`src/rtl/fp_mul_result_checker_pkg.sv`:
```
`default_nettype none
// ---------------------------------------------------------------------------
// fp_mul_result_checker_pkg : shared tags, FP32 constants and FSM encoding
// Rev 1.0
// ---------------------------------------------------------------------------
package fp_mul_result_checker_pkg;

  localparam logic [1:0] TAG_NONE = 2'b00;
  localparam logic [1:0] TAG_A    = 2'b01;
  localparam logic [1:0] TAG_B    = 2'b10;
  localparam logic [1:0] TAG_ILL  = 2'b11;

  localparam logic [7:0] FP32_EXP_MAX = 8'hFF;

  typedef enum logic [1:0] {
    ST_IDLE   = 2'd0,
    ST_WAIT_A = 2'd1,
    ST_WAIT_B = 2'd2,
    ST_CMP    = 2'd3
  } state_e;

endpackage
`default_nettype wire

```
`src/rtl/fp_mul_result_checker_fp32_classify.sv`:
```
`default_nettype none
// ---------------------------------------------------------------------------
// fp32_classify : combinational IEEE-754 single-precision NaN/Inf/zero flags
// Rev 1.0
// ---------------------------------------------------------------------------
module fp32_classify
  import fp_mul_result_checker_pkg::*;
(
  input  logic [31:0] in_val,
  output logic        is_nan,
  output logic        is_inf,
  output logic        is_zero
);

  logic [7:0]  exp_f;
  logic [22:0] mant_f;
  logic        unused_sign;

  assign exp_f       = in_val[30:23];
  assign mant_f      = in_val[22:0];
  // Sign never affects the class; signed-zero/NaN handling lives in the comparator.
  assign unused_sign = in_val[31];

  assign is_nan  = (exp_f == FP32_EXP_MAX) && (mant_f != '0);
  assign is_inf  = (exp_f == FP32_EXP_MAX) && (mant_f == '0);
  assign is_zero = (exp_f == '0) && (mant_f == '0);

endmodule
`default_nettype wire

```
`config.mk`:
```
export PLATFORM = sky130hd
export DESIGN_NAME = fp32_classify
export DESIGN_NICKNAME = d
export VERILOG_FILES = /design/src/rtl/fp_mul_result_checker_pkg.sv /design/src/rtl/fp_mul_result_checker_fp32_classify.sv
export SDC_FILE = /design/constraint.sdc
export NUM_CORES = 1
export LEC_CHECK = 0
export ABC_AREA = 1
export BUFFER_PORTS_ARGS = -buffer_cell sky130_fd_sc_hd__buf_4
export CAP_MARGIN = 30
export CORE_AREA = 2 2 39 41
export DETAILED_ROUTE_END_ITERATION = 12
export DIE_AREA = 0 0 41 43
export GPL_ROUTABILITY_DRIVEN = 1
export PLACE_DENSITY_LB_ADDON = 0.15
export REMOVE_ABC_BUFFERS = 1
export SYNTH_ARGS = -nofsm -noshare
export SYNTH_HDL_FRONTEND = slang
export SYNTH_SLANG_ARGS = --single-unit
```
`constraint.sdc`:
```
create_clock -name vclk -period 1.35
set_input_delay 0.135 -clock vclk [all_inputs]
set_output_delay 0.135 -clock vclk [all_outputs]
set_load 0.1 [all_outputs]
```
==> key figures <==
Placed design
  • DP Area: 417.9 um2
  • DP Wirelength: 515.1 um
  • Placed insts: 86
  • GPL Wtd Cong: 0.6737
  • I/O Buffers: 34

Logic synthesis
  • Synth Warn #: 0
  • Post-Syn Area: 142.6 um2
  • Post-synth top cells: nor2_1, nand2_1, inv_1
  • Most frequent cell after synthesis: nor2_1
  • Synth cell types: 6
  • Synth Area per Inst: 3.962 um2
  • Top cell type's share of synthesized area: 0.5263
  • Largest cells by area after synthesis: nor2_1, nand2_1, nand4_1
  • Post-synth top area cell: nor2_1
  • Synth Instances: 36
  • Seq/Total Area, Yosys: 0

STA
  • Hold Vio Cnt, Final: 0
  • Relative slew slack: 0.8136
  • Slew @ Worst Pin: 0.2819 ns
  • Max-slew violations: 0
  • Post-route minimum period: 1.165 ns
  • Finish-stage setup viols: 0
  • Unrepaired setup endpoints after global routing: no
  • Tcrit/Tclk final: 0.8629
  • Top achievable clock speed: 858.4 MHz
  • Total Negative Setup Slacks: 0 ns

Power
  • LEAKAGE: 0.2233 nW
  • Internal power: 0.00006349 W
  • Comb power frac: 1.000
  • Sw power: 0.00002222 W
  • Reg power frac: 0
  • PD cells: 205.1 nW/um2
  • Peak supply drop: 0.05005 mV
  • Clock power frac: 0
  • Switching Fraction: 0.2593

Setup path
  • Startpoint Class: input pin
  • CP Data Arrival Time: 1.03 ns
  • Critical path origin: in_val[13]
  • Worst Setup EP: is_inf
  • Critical Path RT: 1.22 ns
  • CP Max Fanout: 3
  • Critical Path Sink Type: output port
  • Critical path class: input pin to output port

Drt
  • Vias: 309
  • First DRT Iteration DRCs: 1
  • Drt drc: 0
  • ANT nets after route: 0
  • Pre-antenna DRT Iters: 2
  • Routed WL: 534 um
  • Routed len/inst: 6.209 um
  • Vias per inst: 3.593

Cells and area
  • Fraction of layout cells with a size suffix above 1: 0.4857
  • FF+latch count: 0
  • Area growth from synthesis to layout: 193.0%
  • Clock buffer count: 0
  • Nets: 104
  • Finished Cell Area: 417.9 um2
  • Post-Layout Cell Count: 86
  • Ant diodes: 0
  • Storage cell area: 0 um2

Floorplanning
  • Initial Utilization: 0.1031
  • Die Wd: 41 um
  • Num rows: 14
  • Core area: 1384 um2
  • # IOs: 35
  • Die Ht: 43 um
  • Die area: 1763 um2

Min path
  • Hold Path Class: input pin to output port

Clock tree
  • Resize count post-CTS: 0
  • Hold Buf Count CTS: 0
  • Setup bufs post-CTS: 0

Run
  • Number of max-cap violations: 0

Global route
  • First-pass GRT wire length: 821 um
  • Total track usage: 0.05994
  • Vias in the first global route: 243
  • Residual overflow from global routing: 0
  • Pin count of the biggest net entering global routing: 4
  • Antenna violations before repair: 0

Run status
  • Status: finished clean
==> routing by layer <==
layer | track usage | vias up | wire length [um] | part of all wire
met4 | 0 | 0 | 0 | 0
met1 | 0.06329 | 115 | 186 | 0.35
met2 | 0.1250 | 15 | 269 | 0.50
met3 | 0 | 0 | 78 | 0.15
li1 | - | 179 | - | -
met5 | 0 | - | 0 | 0
==> logic make-up after synthesis <==
logic type,count (synthesis),synth area share
and+or+nand+nor,33,0.9209
buffers and inverters,3,0.07894
==> how the worst min path moves through the flow <==
stage          startpoint      end  cells after the start
3_3_place_gp   in_val[26]  is_zero                      5
3_5_place_dp   in_val[26]  is_zero                      5
5_1_grt        in_val[26]  is_zero                      5
2_1_floorplan  in_val[26]  is_zero                      3
6_report       in_val[26]  is_zero                      5
4_1_cts        in_val[26]  is_zero                      5
==> final cells by class <==
cell class	count	area, um2
Fill cell	163	965.9
Inverter	3	11.26
Timing Repair Buffer	34	255.2
Multi-Input combinational cell	33	131.4
Tap cell	16	20.02
==> stage by stage <==
step / power (W) / hold slack (ns) / util / setup WS [ns]
global placement: 0.00008616 / 0.7116 / 0.3020 / 0.1722
detailed placement: 0.00008658 / 0.7104 / 0.3020 / 0.1551
global route: 0.00009589 / 0.7278 / 0.3020 / 0.05092
finish: 0.00008571 / 0.7064 / 0.3020 / 0.1850
CTS: 0.00008667 / 0.7102 / 0.3020 / 0.1574
floorplan: 0.00001560 / 0.6903 / - / -0.5306
==> cells in the final DEF, fill, tap and decap left out <==
| cell type | n |
|---|---|
| nor2_1 | 20 |
| nand3_1 | 1 |
| inv_1 | 3 |
| nor3_1 | 1 |
| nand2_1 | 9 |
| nand4_1 | 2 |
| buf_4 | 34 |
==> power by group through the flow <==
stage	Clock [W]	Sequential (W)	Combinational [W]
2_1_floorplan	0	0	0.0000156
3_3_place_gp	0	0	0.0000862
3_5_place_dp	0	0	0.0000866
4_1_cts	0	0	0.0000867
5_1_grt	0	0	0.0000959
6_report	0	0	0.0000857
==> worst max-delay path, stage by stage <==
cell and delay [ns]:
buf_4 0.10, nor2_1 0.09, nand2_1 0.05, nor2_1 0.10, nand3_1 0.12, nor2_1 0.12, buf_4 0.29
Power figures use the tool's default switching activity.
